[src/rtl/math_expression_inverse.sv]
// math_expression_inverse
//   Recovers d from the forward expression q = ((3c+1)(a-b) - 4d) >>> 1, rmd = numerator LSB:
//     d = ((3c+1)(a-b) - (2q+rmd)) >>> 2
//   The product is formed by a W+1 step radix-2 shift-add multiplier on magnitudes, then the
//   sign is applied, the forward numerator is subtracted and the result is shifted down by two.
//   Latency is W+3 edges from the accepting edge to the edge that raises valid.
//
// Ports
//   clk    in   clock, rising edge
//   reset  in   synchronous, active-high reset
//   start  in   request, accepted only when idle
//   a,b,c  in   W-bit signed forward operands
//   q      in   2W+4-bit signed forward quotient
//   rmd    in   forward remainder bit
//   busy   out  high while an operation is in flight
//   valid  out  one-cycle done pulse
//   d      out  W-bit signed recovered operand
//   exact  out  recovered numerator divisible by 4
//   ovf    out  true d outside the signed W-bit range
//
// Configuration
//   MATH_INV_OVF_EN  when defined, ovf reports range overflow of d; otherwise ovf is tied to 0.

module math_expression_inverse #(
    parameter int W = 32
) (
    input  logic                  clk,
    input  logic                  reset,
    input  logic                  start,
    input  logic signed [W-1:0]   a,
    input  logic signed [W-1:0]   b,
    input  logic signed [W-1:0]   c,
    input  logic signed [2*W+3:0] q,
    input  logic                  rmd,
    output logic                  busy,
    output logic                  valid,
    output logic signed [W-1:0]   d,
    output logic                  exact,
    output logic                  ovf
);

    localparam int CW = $clog2(W + 1) + 1;

    typedef enum logic [1:0] {IDLE, LOAD, MUL, SUB} state_t;

    state_t                  state;
    logic signed [W-1:0]     a_q, b_q, c_q;
    logic signed [2*W+3:0]   q_q;
    logic                    rmd_q;
    logic        [2*W+2:0]   mcand;
    logic        [W:0]       mplier;
    logic                    neg;
    logic        [2*W+2:0]   acc;
    logic        [CW-1:0]    cnt;

    // Operand preparation for LOAD
    logic signed [W+1:0]     c_ext, m1;
    logic signed [W:0]       m2;
    logic        [W+1:0]     mag1;
    logic        [W:0]       mag2;

    always_comb begin
        c_ext = {{2{c_q[W-1]}}, c_q};
        m1    = c_ext + c_ext + c_ext + (W+2)'(1);
        m2    = {a_q[W-1], a_q} - {b_q[W-1], b_q};
        mag1  = m1[W+1] ? -m1 : m1;
        mag2  = m2[W]   ? -m2 : m2;
    end

    // Final combine for SUB: 2q+rmd is exactly q with rmd appended below it
    logic signed [2*W+5:0]   p_mag, p_s, n_s, diff;

    always_comb begin
        p_mag = {3'b000, acc};
        p_s   = neg ? -p_mag : p_mag;
        n_s   = {q_q[2*W+3], q_q, rmd_q};
        diff  = p_s - n_s;
    end

`ifdef MATH_INV_OVF_EN
    // diff >>> 2 fits W signed bits iff diff[2W+5:W+1] are all copies of the sign
    logic ovf_c;
    logic ovf_q;
    always_comb begin
        ovf_c = !((&diff[2*W+5:W+1]) || !(|diff[2*W+5:W+1]));
    end
    assign ovf = ovf_q;
`else
    assign ovf = 1'b0;
`endif

    always_ff @(posedge clk) begin
        if (reset) begin
            state  <= IDLE;
            a_q    <= '0;
            b_q    <= '0;
            c_q    <= '0;
            q_q    <= '0;
            rmd_q  <= 1'b0;
            mcand  <= '0;
            mplier <= '0;
            neg    <= 1'b0;
            acc    <= '0;
            cnt    <= '0;
            busy   <= 1'b0;
            valid  <= 1'b0;
            d      <= '0;
            exact  <= 1'b0;
`ifdef MATH_INV_OVF_EN
            ovf_q  <= 1'b0;
`endif
        end else begin
            valid <= 1'b0;
            unique case (state)
                IDLE: begin
                    if (start) begin
                        a_q   <= a;
                        b_q   <= b;
                        c_q   <= c;
                        q_q   <= q;
                        rmd_q <= rmd;
                        busy  <= 1'b1;
                        state <= LOAD;
                    end
                end
                LOAD: begin
                    mcand  <= {{(W+1){1'b0}}, mag1};
                    mplier <= mag2;
                    neg    <= m1[W+1] ^ m2[W];
                    acc    <= '0;
                    cnt    <= '0;
                    state  <= MUL;
                end
                MUL: begin
                    // LSB-first: multiplicand shifts up as multiplier bits shift out
                    if (mplier[0]) begin
                        acc <= acc + mcand;
                    end
                    mcand  <= mcand << 1;
                    mplier <= mplier >> 1;
                    cnt    <= cnt + CW'(1);
                    if (cnt == CW'(W)) begin
                        state <= SUB;
                    end
                end
                SUB: begin
                    d     <= diff[W+1:2];
                    exact <= (diff[1:0] == 2'b00);
`ifdef MATH_INV_OVF_EN
                    ovf_q <= ovf_c;
`endif
                    valid <= 1'b1;
                    busy  <= 1'b0;
                    state <= IDLE;
                end
                default: state <= IDLE;
            endcase
        end
    end

endmodule

[config.mk]
export PLATFORM = sky130hd
export DESIGN_NAME = math_expression_inverse
export DESIGN_NICKNAME = d
export VERILOG_FILES = /design/src/rtl/math_expression_inverse.sv
export SDC_FILE = /design/constraint.sdc
export NUM_CORES = 1
export LEC_CHECK = 0
export ABC_AREA = 1
export ABC_CLOCK_PERIOD_IN_PS = 5700
export CORE_MARGIN = 2
export CORE_UTILIZATION = 60
export DETAILED_ROUTE_END_ITERATION = 8
export GPL_TIMING_DRIVEN = 0
export PLACE_DENSITY = 0.85
export SKIP_LAST_GASP = 1
export SLEW_MARGIN = 20
export SYNTH_ARGS = -nofsm -noshare
export SYNTH_HDL_FRONTEND = slang
export SYNTH_SLANG_ARGS = --single-unit
[constraint.sdc]
create_clock -name clk -period 5.7 [get_ports clk]
set_clock_uncertainty 0.1 [all_clocks]
set_input_delay 0.855 -clock clk [delete_from_list [all_inputs] [get_ports clk]]
set_output_delay 0.855 -clock clk [all_outputs]
set_load 0.01 [all_outputs]
* Word level (Yosys, flattened, before mapping)
Cells that the tools add are included.
** Storage, ports and cells
- Word-level logic and storage cells :: 55
- Memories kept :: 0
- Bits in writable memories :: 0
- Bits in registers :: 342
- Bits in latches :: 0
- Bits of input ports :: 168
- Bits in read-only memories :: 0
- Output and inout bits :: 36
** Operators by class
- $lt $le $gt $ge :: 0
- Reductions and logical operators :: 8
- Div/mod/pow operators :: 0
- $add $sub $neg :: 10
- Multiplexer cells :: 14
- Bitwise operators :: 1
- Shifts and indexed selects :: 0
- Equal/unequal tests :: 7
- Multiply operators :: 0
** Operators by type and width (number)
- case mux 67 bit (2 select lines) :: 2
- 2-to-1 mux 34 bit :: 2
- negation 34 bit :: 2
- adder 67 bit :: 1
- 2-to-1 mux 67 bit :: 1
- case mux 33 bit (2 select lines) :: 1
- adder 33 x 32 -> 34 bit :: 1
- adder 34 x 2 -> 34 bit (second input constant) :: 1
- subtractor 34 bit :: 1
- adder 32 x 32 -> 33 bit :: 1
- 2-to-1 mux 33 bit :: 1
- negation 33 bit :: 1
- subtractor 32 x 32 -> 33 bit :: 1
- case mux 7 bit (2 select lines) :: 1
- case mux 2 bit (4 select lines) :: 1
- AND reduction 2 bit :: 4
- adder 7 x 1 -> 7 bit (second input constant) :: 1
- == test 7 x 6 -> 1 bit (second input constant) :: 1
- != test 2 bit (second input constant) :: 3
- == test 2 bit (second input constant) :: 2
- zero test 2 bit :: 2
- 2-to-1 mux 2 bit :: 2
- nonzero test 2 bit :: 2
- == test 2 x 1 -> 1 bit (second input constant) :: 1
- 3 further kinds :: 4

* Logic depth before layout (Yosys ltp)
Gate-level depths: netlist of the first run.
- Depth in word-level cells :: 6
- Mapped depth :: 26
- Mapped depth without buffers :: 26

* Worst setup path after synthesis of the first run
No wires, ideal clock.
- Kind :: reg2reg
- Start :: reg acc[1]
- End :: reg d[28]
- Cell stages (with the launch flop) :: 27
- Period minus slack after synthesis :: 3428 ps
- Slack :: 2272 ps
- Arrival time :: 3211 ps
- Library setup time :: 116 ps
- Buffers on the path :: 0
- Required time :: 5484 ps
- Cell sequence :: dfxtp_1 -> inv_1 -> ha_1 -> nand4_1 -> nor3_2 -> nand2_1 -> nor3_2 -> nand4_1 -> nor2_1 -> nand3_1 -> nand2_1 -> o21ai_1 -> nor2_1 -> xor2_1 -> ha_1 -> nand2_1 -> nor2_1 -> inv_1 -> nor2_1 -> inv_1 -> nor2_1 -> a2111oi_0 -> nand2_1 -> a21oi_1 -> o21ai_0 -> o211ai_1 -> inv_1
** Between the ends
- Word-level cells in the longest chain between the ends :: 3
** RTL lines
- start, declared :: RTL line 53 : logic [2*W+2:0] acc;
- start signal, assigned :: RTL line 137 : acc <= acc + mcand;
- negation 34 bit :: RTL line 75 : p_s = neg ? -p_mag : p_mag;
- 2-to-1 mux 34 bit * :: RTL line 75
- subtractor 34 bit * :: RTL line 77 : diff = p_s - n_s;
- end signal, assigned :: RTL line 147 : d <= diff[W+1:2];
- end, declared :: RTL line 37 : output logic signed [W-1:0] d,
Every way passes the cells marked *; elsewhere a longest branch is shown, timed or not.
A chain may end at the register's enable or synchronous reset.

* Worst setup path in the final report of the first run
- Start :: reg acc[1]
- End :: reg d[31]
Same word-level chain as after synthesis.

==> results of run 1 <==
critical path, stage by stage (launching register included):
cell and delay, ns:
dfxtp_1 0.35, inv_1 0.15, ha_1 0.22, nand4_1 0.15, nor3_2 0.15, nand2_1 0.11
nor3_2 0.18, nand4_1 0.14, nor2_1 0.18, nand3_1 0.10, nand2_1 0.10, o21ai_1 0.10
nor2_1 0.22, nand2_1 0.10, xor2_1 0.17, ha_1 0.35, nand2_1 0.12, nor2_1 0.16
nand2_1 0.09, nor3_1 0.25, o21ai_0 0.20, o2111ai_1 0.15, or2_0 0.15, a21oi_1 0.06
synthesized netlist by cell type (3+ instances only):
cell type / number / area (um2)
nor3b_1: 3 / 22.52
o21ai_0: 264 / 1321
o21bai_1: 9 / 67.56
xnor2_1: 18 / 157.7
o2111ai_1: 3 / 26.28
nor2_1: 402 / 1509
nand3_1: 178 / 890.9
nand2_1: 876 / 3288
ha_1: 138 / 1727
o221ai_1: 6 / 52.55
nor2_4: 8 / 90.09
xor2_1: 50 / 437.9
a21o_1: 21 / 157.7
nor4_1: 5 / 31.28
clkbuf_1: 88 / 330.3
o21a_1: 10 / 75.07
a21oi_2: 5 / 43.79
a31oi_1: 43 / 269.0
fa_1: 4 / 80.08
and2_1: 8 / 50.05
o211ai_1: 9 / 67.56
or2_2: 12 / 75.07
buf_1: 8 / 30.03
a21boi_0: 5 / 37.54
o21ai_2: 4 / 35.03
buf_6: 5 / 56.30
dfxtp_1: 276 / 5525
inv_2: 18 / 67.56
a21oi_1: 298 / 1491
a221oi_1: 4 / 35.03
nor2_2: 12 / 75.07
o22ai_1: 31 / 193.9
nor3_2: 6 / 60.06
nor3_1: 31 / 155.2
nand3_2: 10 / 100.1
o21ai_1: 13 / 65.06
inv_1: 552 / 2072
nand3b_1: 19 / 142.6
nand4_1: 33 / 206.5
nand2_2: 42 / 262.8
o31ai_1: 4 / 30.03
power by group:
| group | total, W | switching [W] | leakage (nW) | internal [W] |
|---|---|---|---|---|
| clock | 0.00201 | 0.000842 | 0.474 | 0.00117 |
| sequential | 0.00270 | 0.000305 | 2.26 | 0.00239 |
| combinational | 0.00756 | 0.00512 | 9.51 | 0.00244 |
| total | 0.0123 | 0.00626 | 12.2 | 0.00600 |
final cells by class:
cell class	instances	area [um2]
multi-input cells	2606	13530
fillers	3205	10680
plain buffers	105	441.7
clock inverters	16	198.9
clock buffers	38	799.5
flip-flops and latches	276	5525
inverters	571	2143
repair buffers	167	1672
well taps	461	576.8
kinds of logic after synthesis:
kind of cell,share of synthesized area
other,0.0001733
xor gates and xnor gates,0.02827
adders and majority gates,0.08349
buffers and inverters,0.1195
and+or+nand+nor,0.3254
AOI/OAI and AO/OA,0.1879
DFF,0.2553
registers in the layout (all words and copies together), names as in the netlist, 32 cells and up:
register	cells
d	32
mcand	34
mplier	33
q_q	33
b_q	32
acc	34
c_q	32
a_q	32
per-layer routing:
layer,vias to the layer above,wire (um),track usage
li1,11860,-,-
met5,-,13,0
met2,845,28740,0.5595
met3,180,5021,0.04923
met4,2,3218,0.1538
met1,10240,27810,0.4308
metrics by stage:
stage / utilization / instances / worst slack [ns] / cell area [um2]
after floorplan: - / 3558 / 2.272 / 21640
after global placement: 0.6716 / 4186 / 1.622 / 23890
after detailed placement: 0.6716 / 4186 / 1.588 / 23890
after CTS: 0.6997 / 4240 / 1.573 / 24890
after global routing: 0.6997 / 4240 / 0.9675 / 24890
final: 0.6997 / 4240 / 1.515 / 24890
worst paths after layout:
path	start	to	slack (ns)	cells past startpoint
setup / recovery	acc[1]	d[31]	1.52	23
hold / removal	b_q[2]	b_q[2]	0.36	2
setup reg to reg	acc[1]	d[31]	1.52	23
hold reg to reg	b_q[2]	b_q[2]	0.36	2
==> impl_metrics.env, run 1 <==
export IMPL_outcome="finished clean"
export IMPL_period_share=0.7342
export IMPL_cts_root_buf="clkbuf_16"
export IMPL_final_cell_mix="nand2_1, inv_1, nor2_1, a21oi_1, dfxtp_1"
export IMPL_final_antenna_net_count=0
export IMPL_synth_edf_count=0
export IMPL_worst_pin_slew_ns=0.9875
export IMPL_netlist_area_um2=21640
export IMPL_grt_util_all_layers=0.3362
export IMPL_yosys_register_bits=276
export IMPL_cp_end_kind="register"
export IMPL_worstSkewPairLatency_ns=0.59
export IMPL_peakVddDrop_mv=0.3236
export IMPL_worstSetupPathType="reg2reg"
export IMPL_hp_class="reg2reg"
export IMPL_hold_buffers=0
export IMPL_grt_pass1_vias=21200
export IMPL_overflow=0
export IMPL_avgSynthCellArea_um2=6.082
export IMPL_synth_warnings=0
export IMPL_leakagePower_nw=12.25
export IMPL_final_common_cell="nand2_1"
export IMPL_p_total_w=0.01227
export IMPL_gp_congestion=1.002
export IMPL_dr_pass1_iters=6
export IMPL_syn_nets=3868
export IMPL_netlist_instances=3558
export IMPL_cp_required_ns=6.08
export IMPL_ys_types=60
export IMPL_hold_viol_final=0
export IMPL_fin_crit_ns=4.185
export IMPL_critPathMaxFanout=4
export IMPL_grt_pass1_wl_mm=104.7
export IMPL_via_per_inst=5.453
export IMPL_power_density_nw_per_um2=492.9
export IMPL_fp_row_count=69
export IMPL_tns_ns=0
export IMPL_clock_fmax_ghz=0.2390
export IMPL_diodes=0
export IMPL_rsz0062_at_grt="no"
export IMPL_tritoncts_num_buffers=29
export IMPL_die_y_um=193.9
export IMPL_cts_resized=0
export IMPL_drive_gt1_frac=0.04790
export IMPL_max_slew_margin=0.3417
export IMPL_max_cap_violations=0
export IMPL_pin_count=204
export IMPL_wire_per_inst_um=15.28
export IMPL_synthFlopType="dfxtp_1"
export IMPL_routed_wl_mm=64.80
export IMPL_finish_net_count=4066
export IMPL_hpwl_mm=51.81
export IMPL_async_flop_share=0
export IMPL_dr_first_iter_drc_count=2079
export IMPL_drc_errors=0
export IMPL_cp_start_kind="register"
export IMPL_fin_hold_ws_ns=0.3567
export IMPL_cts_buffer_depth=3
export IMPL_cts_setup_buffers=0
export IMPL_finalSetupViolations=0
export IMPL_cts_max_level=1
export IMPL_cts_tree="done"
export IMPL_initial_core_util=0.6084
export IMPL_worstPathArrival_ns=4.56
export IMPL_io_buffers=167
export IMPL_die_x_um=193.9
export IMPL_syn_to_final_growth_pct=15.00
export IMPL_grt_antenna_before_repair=2
export IMPL_grt_start_max_net_pins=15
export IMPL_drv_slew=0
export IMPL_num_vias=23120
export IMPL_cts_sinks=276
export IMPL_design_core_area_um2=35570
export IMPL_clk_pin_slew_worst_paths_ns=0.06
export IMPL_dieArea_um2=37600
export IMPL_ys_seq_area_frac=0.2553
Note: power is estimated with default switching activity, not from simulation.
==> inputs of run 2 (changes only) <==
ABC_CLOCK_PERIOD_IN_PS = 4200   (was 5700)
CORE_UTILIZATION = 59   (was 60)
PLACE_DENSITY = 0.84   (was 0.85)
clock period = 4.2 ns   (was 5.7 ns; I/O delays follow)
==> impl_metrics.env, run 2 (synthesized netlist as in run 1, its figures left out) <==
export IMPL_leakagePower_nw=12.32
export IMPL_cts_max_level=1
export IMPL_finish_net_count=4072
export IMPL_worstSetupPathType="reg2reg"
export IMPL_final_common_cell="nand2_1"
export IMPL_clock_fmax_ghz=0.2510
export IMPL_grt_util_all_layers=0.3357
export IMPL_cp_end_kind="register"
export IMPL_hp_start="b_q[25]"
export IMPL_final_antenna_net_count=0
export IMPL_grt_start_max_net_pins=16
export IMPL_routed_wl_mm=65.12
export IMPL_dr_pass1_iters=6
export IMPL_cts_sinks=276
export IMPL_multi_input_area_um2=13650
export IMPL_worst_pin_slew_ns=1.123
export IMPL_rsz0062_at_grt="yes"
export IMPL_startpoint="acc[0]"
export IMPL_power_density_nw_per_um2=667.2
export IMPL_dr_first_iter_drc_count=2019
export IMPL_cp_start_kind="register"
export IMPL_die_y_um=195.5
export IMPL_hp_class="reg2reg"
export IMPL_drive_gt1_frac=0.05576
export IMPL_critPathMaxFanout=4
export IMPL_overflow=0
export IMPL_dp_slack_ns=0.1020
export IMPL_worstPathArrival_ns=4.42
export IMPL_wire_per_inst_um=15.31
export IMPL_fillers=3329
export IMPL_max_slew_margin=0.2513
export IMPL_worstSkewPairLatency_ns=0.59
export IMPL_hpwl_mm=51.74
export IMPL_fin_crit_ns=3.984
export IMPL_drc_errors=0
export IMPL_tns_ns=0
export IMPL_period_share=0.9486
export IMPL_seq_area_um2=5528
export IMPL_pin_count=204
export IMPL_grt_pass1_vias=21190
export IMPL_peakVddDrop_mv=0.4500
export IMPL_final_area_um2=25090
export IMPL_hold_viol_final=0
export IMPL_outcome="finished clean"
export IMPL_grt_pass1_wl_mm=104.6
export IMPL_p_total_w=0.01674
export IMPL_syn_to_final_growth_pct=15.94
export IMPL_cp_required_ns=4.63
export IMPL_initial_core_util=0.5954
export IMPL_design_core_area_um2=36350
export IMPL_drv_slew=0
export IMPL_clk_pin_slew_worst_paths_ns=0.06
export IMPL_die_x_um=195.5
export IMPL_diodes=0
export IMPL_grt_antenna_before_repair=1
export IMPL_cts_tree="done"
export IMPL_reg2reg_from="acc[0]"
export IMPL_gp_congestion=0.9869
export IMPL_io_buffers=167
export IMPL_num_vias=23320
export IMPL_fp_row_count=70
export IMPL_setup_ws_ns=0.2160
export IMPL_via_per_inst=5.485
export IMPL_cts_root_buf="clkbuf_16"
export IMPL_dpl_cell_area_um2=23900
export IMPL_max_cap_violations=0
export IMPL_fin_hold_ws_ns=0.3576
export IMPL_finalSetupViolations=0
export IMPL_dieArea_um2=38220
export IMPL_final_cell_mix="nand2_1, inv_1, nor2_1, a21oi_1, dfxtp_1"
export IMPL_tritoncts_num_buffers=30
export IMPL_top_regs="acc (34), mcand (34)"
export IMPL_cts_buffer_depth=3
-- run 2: cell count changes in the layout (fill, tap and decap cells not counted), moves of 4 or more --
cell and delta:
clkinvlp_4 -4, nor2_1 -5, buf_4 +5, nor2_2 +4
-- run 2: worst paths after layout --
path | slack [ns] | cells after the start | to
max | 0.22 | 27 | d[28]
max reg2reg | 0.22 | 27 | d[28]
min | 0.36 | 2 | b_q[25]
min reg2reg | 0.36 | 2 | b_q[25]
-- run 2: metal layers --
| layer | GRT usage | wire length (um) | up-vias | part of all wire |
|---|---|---|---|---|
| met1 | 0.4369 | 28110 | 10350 | 0.43 |
| met2 | 0.5541 | 29100 | 892 | 0.45 |
| met4 | 0.1713 | 3297 | 0 | 0.051 |
| met5 | 0 | 0 | - | 0 |
| li1 | - | - | 11900 | - |
| met3 | 0.03385 | 4600 | 179 | 0.071 |
-- run 2: final cells by class --
type	instances	share of cell area
sequential	276	0.2203
buffer	105	0.01760
inverter	571	0.08543
multi-input combinational	2606	0.5442
tap	468	0.02334
clock inverter	13	0.007381
clock buffer	41	0.03356
timing repair buffer	172	0.06812
-- run 2: report_power, final --
| part | total, W | internal [W] | switching [W] |
|---|---|---|---|
| logic | 0.0103 | 0.00334 | 0.00697 |
| registers | 0.00365 | 0.00325 | 0.000403 |
| clock network | 0.00278 | 0.00164 | 0.00113 |
| total | 0.0167 | 0.00823 | 0.00851 |
-- run 2: metrics by stage --
step | util | cells
after global placement | 0.6575 | 4193
after detailed placement | 0.6575 | 4193
final | 0.6903 | 4252
after floorplan | - | 3558
after global routing | 0.6903 | 4252
after CTS | 0.6857 | 4247
-- run 2: critical path: stages, from the launching register on --
cell	delay [ns]
dfxtp_1	0.33
inv_2	0.12
ha_4	0.15
nand4_1	0.12
nor3_2	0.21
nand2_1	0.11
nor3_2	0.25
nand4_1	0.18
nor2_2	0.18
nand3_1	0.10
nand2_2	0.09
o21ai_2	0.08
nor2_2	0.16
buf_4	0.17
xor2_4	0.09
ha_4	0.30
nand2_2	0.09
nor2_4	0.13
inv_1	0.05
nor2_2	0.13
inv_1	0.05
nor2_1	0.15
a2111oi_2	0.05
nand2_1	0.10
a21oi_1	0.06
o21ai_1	0.14
o211ai_1	0.12
inv_1	0.09
-- run 2: what timing repair did --
action | 4_1_cts | 5_1_grt
hold buffers | 0 | 0
gates resized for setup | 0 | 33
setup endpoints to repair | 0 | 9
buffers inserted | 0 | 5
==> inputs of run 3 (changes only) <==
ABC_CLOCK_PERIOD_IN_PS = 4100   (was 4200)
CORE_UTILIZATION = 45   (was 59)
PLACE_DENSITY = 0.67   (was 0.84)
clock period = 4.1 ns   (was 4.2 ns; I/O delays follow)
==> impl_metrics.env, run 3 (synthesized netlist as in run 1, its figures left out) <==
export IMPL_outcome="finished clean"
export IMPL_grt_pass1_vias=20920
export IMPL_leakagePower_nw=12.42
export IMPL_dpl_cell_area_um2=24080
export IMPL_dr_pass1_iters=5
export IMPL_placed_cells=4340
export IMPL_cts_max_level=2
export IMPL_cp_start_kind="register"
export IMPL_routed_wl_mm=67.81
export IMPL_final_antenna_net_count=0
export IMPL_reg2reg_depth=23
export IMPL_cts_root_buf="clkbuf_16"
export IMPL_swShare=0.5083
export IMPL_period_share=0.9626
export IMPL_clk_pin_slew_worst_paths_ns=0.06
export IMPL_dp_slack_ns=-0.06187
export IMPL_tns_ns=0
export IMPL_cp_end_kind="register"
export IMPL_pin_count=204
export IMPL_drv_slew=0
export IMPL_fp_row_count=80
export IMPL_final_common_cell="nand2_1"
export IMPL_clkPwrFrac=0.173
export IMPL_pwr_share_comb=0.612
export IMPL_overflow=0
export IMPL_cts_buffer_depth=3
export IMPL_syn_to_final_growth_pct=17.94
export IMPL_hpwl_mm=54.99
export IMPL_setup_ws_ns=0.1533
export IMPL_max_slew_margin=0.3447
export IMPL_clock_fmax_ghz=0.2534
export IMPL_hold_viol_final=0
export IMPL_cts_sinks=276
export IMPL_grt_start_max_net_pins=14
export IMPL_hold_depth=2
export IMPL_grt_pass1_wl_mm=107.9
export IMPL_initial_core_util=0.4542
export IMPL_die_y_um=223.3
export IMPL_final_cell_mix="nand2_1, inv_1, nor2_1, a21oi_1, dfxtp_1"
export IMPL_max_cap_violations=0
export IMPL_cts_tree="done"
export IMPL_top_regs="acc (34), mcand (34)"
export IMPL_final_cells=4407
export IMPL_seqPwrFrac=0.215
export IMPL_drc_errors=0
export IMPL_tritoncts_num_buffers=34
export IMPL_worstPathArrival_ns=4.30
export IMPL_finish_net_count=4081
export IMPL_critPathMaxFanout=4
export IMPL_design_core_area_um2=47650
export IMPL_io_buffers=167
export IMPL_die_x_um=223.3
export IMPL_wire_per_inst_um=15.39
export IMPL_rsz0062_at_grt="yes"
export IMPL_fin_crit_ns=3.947
export IMPL_grt_util_all_layers=0.2706
export IMPL_hp_start="b_q[2]"
export IMPL_startpoint="acc[1]"
export IMPL_dieArea_um2=49860
export IMPL_drive_gt1_frac=0.06542
export IMPL_peakVddDrop_mv=0.3881
export IMPL_hp_class="reg2reg"
export IMPL_finalSetupViolations=0
export IMPL_dr_first_iter_drc_count=1473
export IMPL_reg2reg_from="acc[1]"
export IMPL_intPower_w=0.008556
export IMPL_grt_antenna_before_repair=1
export IMPL_power_density_nw_per_um2=681.7
export IMPL_worstSetupPathType="reg2reg"
export IMPL_worst_pin_slew_ns=0.9830
export IMPL_via_per_inst=5.108
export IMPL_num_vias=22510
export IMPL_netSwitchingPower_w=0.008843
export IMPL_final_area_um2=25520
export IMPL_worstSkewPairLatency_ns=0.56
export IMPL_p_total_w=0.01740
export IMPL_gp_congestion=0.9592
export IMPL_cp_required_ns=4.45
-- run 3: cell types whose count changed in the layout (fill, tap and decap cells not counted), moves of 3 or more --
cell and delta:
a21oi_1 -6, a21oi_2 +6, buf_4 +5, bufinv_16 -3, clkbuf_1 -6, clkbuf_16 +5, clkbuf_8 +3, ha_1 -4
nor2_1 -4
-- run 3: final timing paths --
check / slack, ns / endpoint
setup reg to reg: 0.15 / d[30]
hold / removal: 0.36 / b_q[2]
setup / recovery: 0.15 / d[30]
hold reg to reg: 0.36 / b_q[2]
-- run 3: critical path, cell delays in order, from the launching register on --
cell     delay (ns)
dfxtp_4        0.37
inv_4          0.08
ha_4           0.13
nand4_1        0.11
nor3_2         0.24
nand2_1        0.11
nor3_2         0.23
nand4_1        0.17
nor2_2         0.17
nand3_1        0.10
nand2_2        0.08
o21ai_2        0.08
nor2_4         0.16
nand2_1        0.08
xor2_1         0.17
ha_2           0.41
inv_1          0.09
nor3_2         0.23
a21oi_1        0.10
o21ai_1        0.14
a31oi_2        0.09
xnor2_2        0.19
o21ai_0        0.17
inv_1          0.05
-- run 3: layout make-up --
cell class	instances	area (um2)
clock buffers	45	993.5
repair buffers	177	1747
flip-flops and latches	276	5532
fillers	5039	22120
inverters	571	2148
plain buffers	105	444.2
well taps	615	769.5
multi-input cells	2606	13790
diodes	1	2.502
clock inverters	11	97.59
-- run 3: repair_timing --
item	in CTS	in global routing
hold buffers	0	0
setup endpoints to repair	3	14
pin swaps	0	25
setup buffers	0	10
gates resized for setup	1	69
-- run 3: stage by stage --
stage / util / hold WS, ns
finish: 0.5357 / 0.3561
global route: 0.5356 / 0.3796
CTS: 0.5284 / 0.3612
detailed placement: 0.5054 / 0.3510
global placement: 0.5054 / 0.3449
floorplan: - / 0.3331
-- run 3: power by group through the flow --
stage / clock network, W / logic, W / registers [W]
after floorplan: 0 / 0.00763 / 0.00367
after global placement: 0 / 0.0103 / 0.00378
after detailed placement: 0 / 0.0104 / 0.00379
after CTS: 0.00305 / 0.0104 / 0.00373
after global routing: 0.00316 / 0.0120 / 0.00381
final: 0.00300 / 0.0107 / 0.00374
-- run 3: metal layers --
metal  track usage  share of wire  vias up
li1              -              -    11910
met1        0.3467           0.45     9897
met2        0.4520           0.45      562
met3       0.04175          0.057      144
met4        0.1159          0.044        0
met5             0              0        -
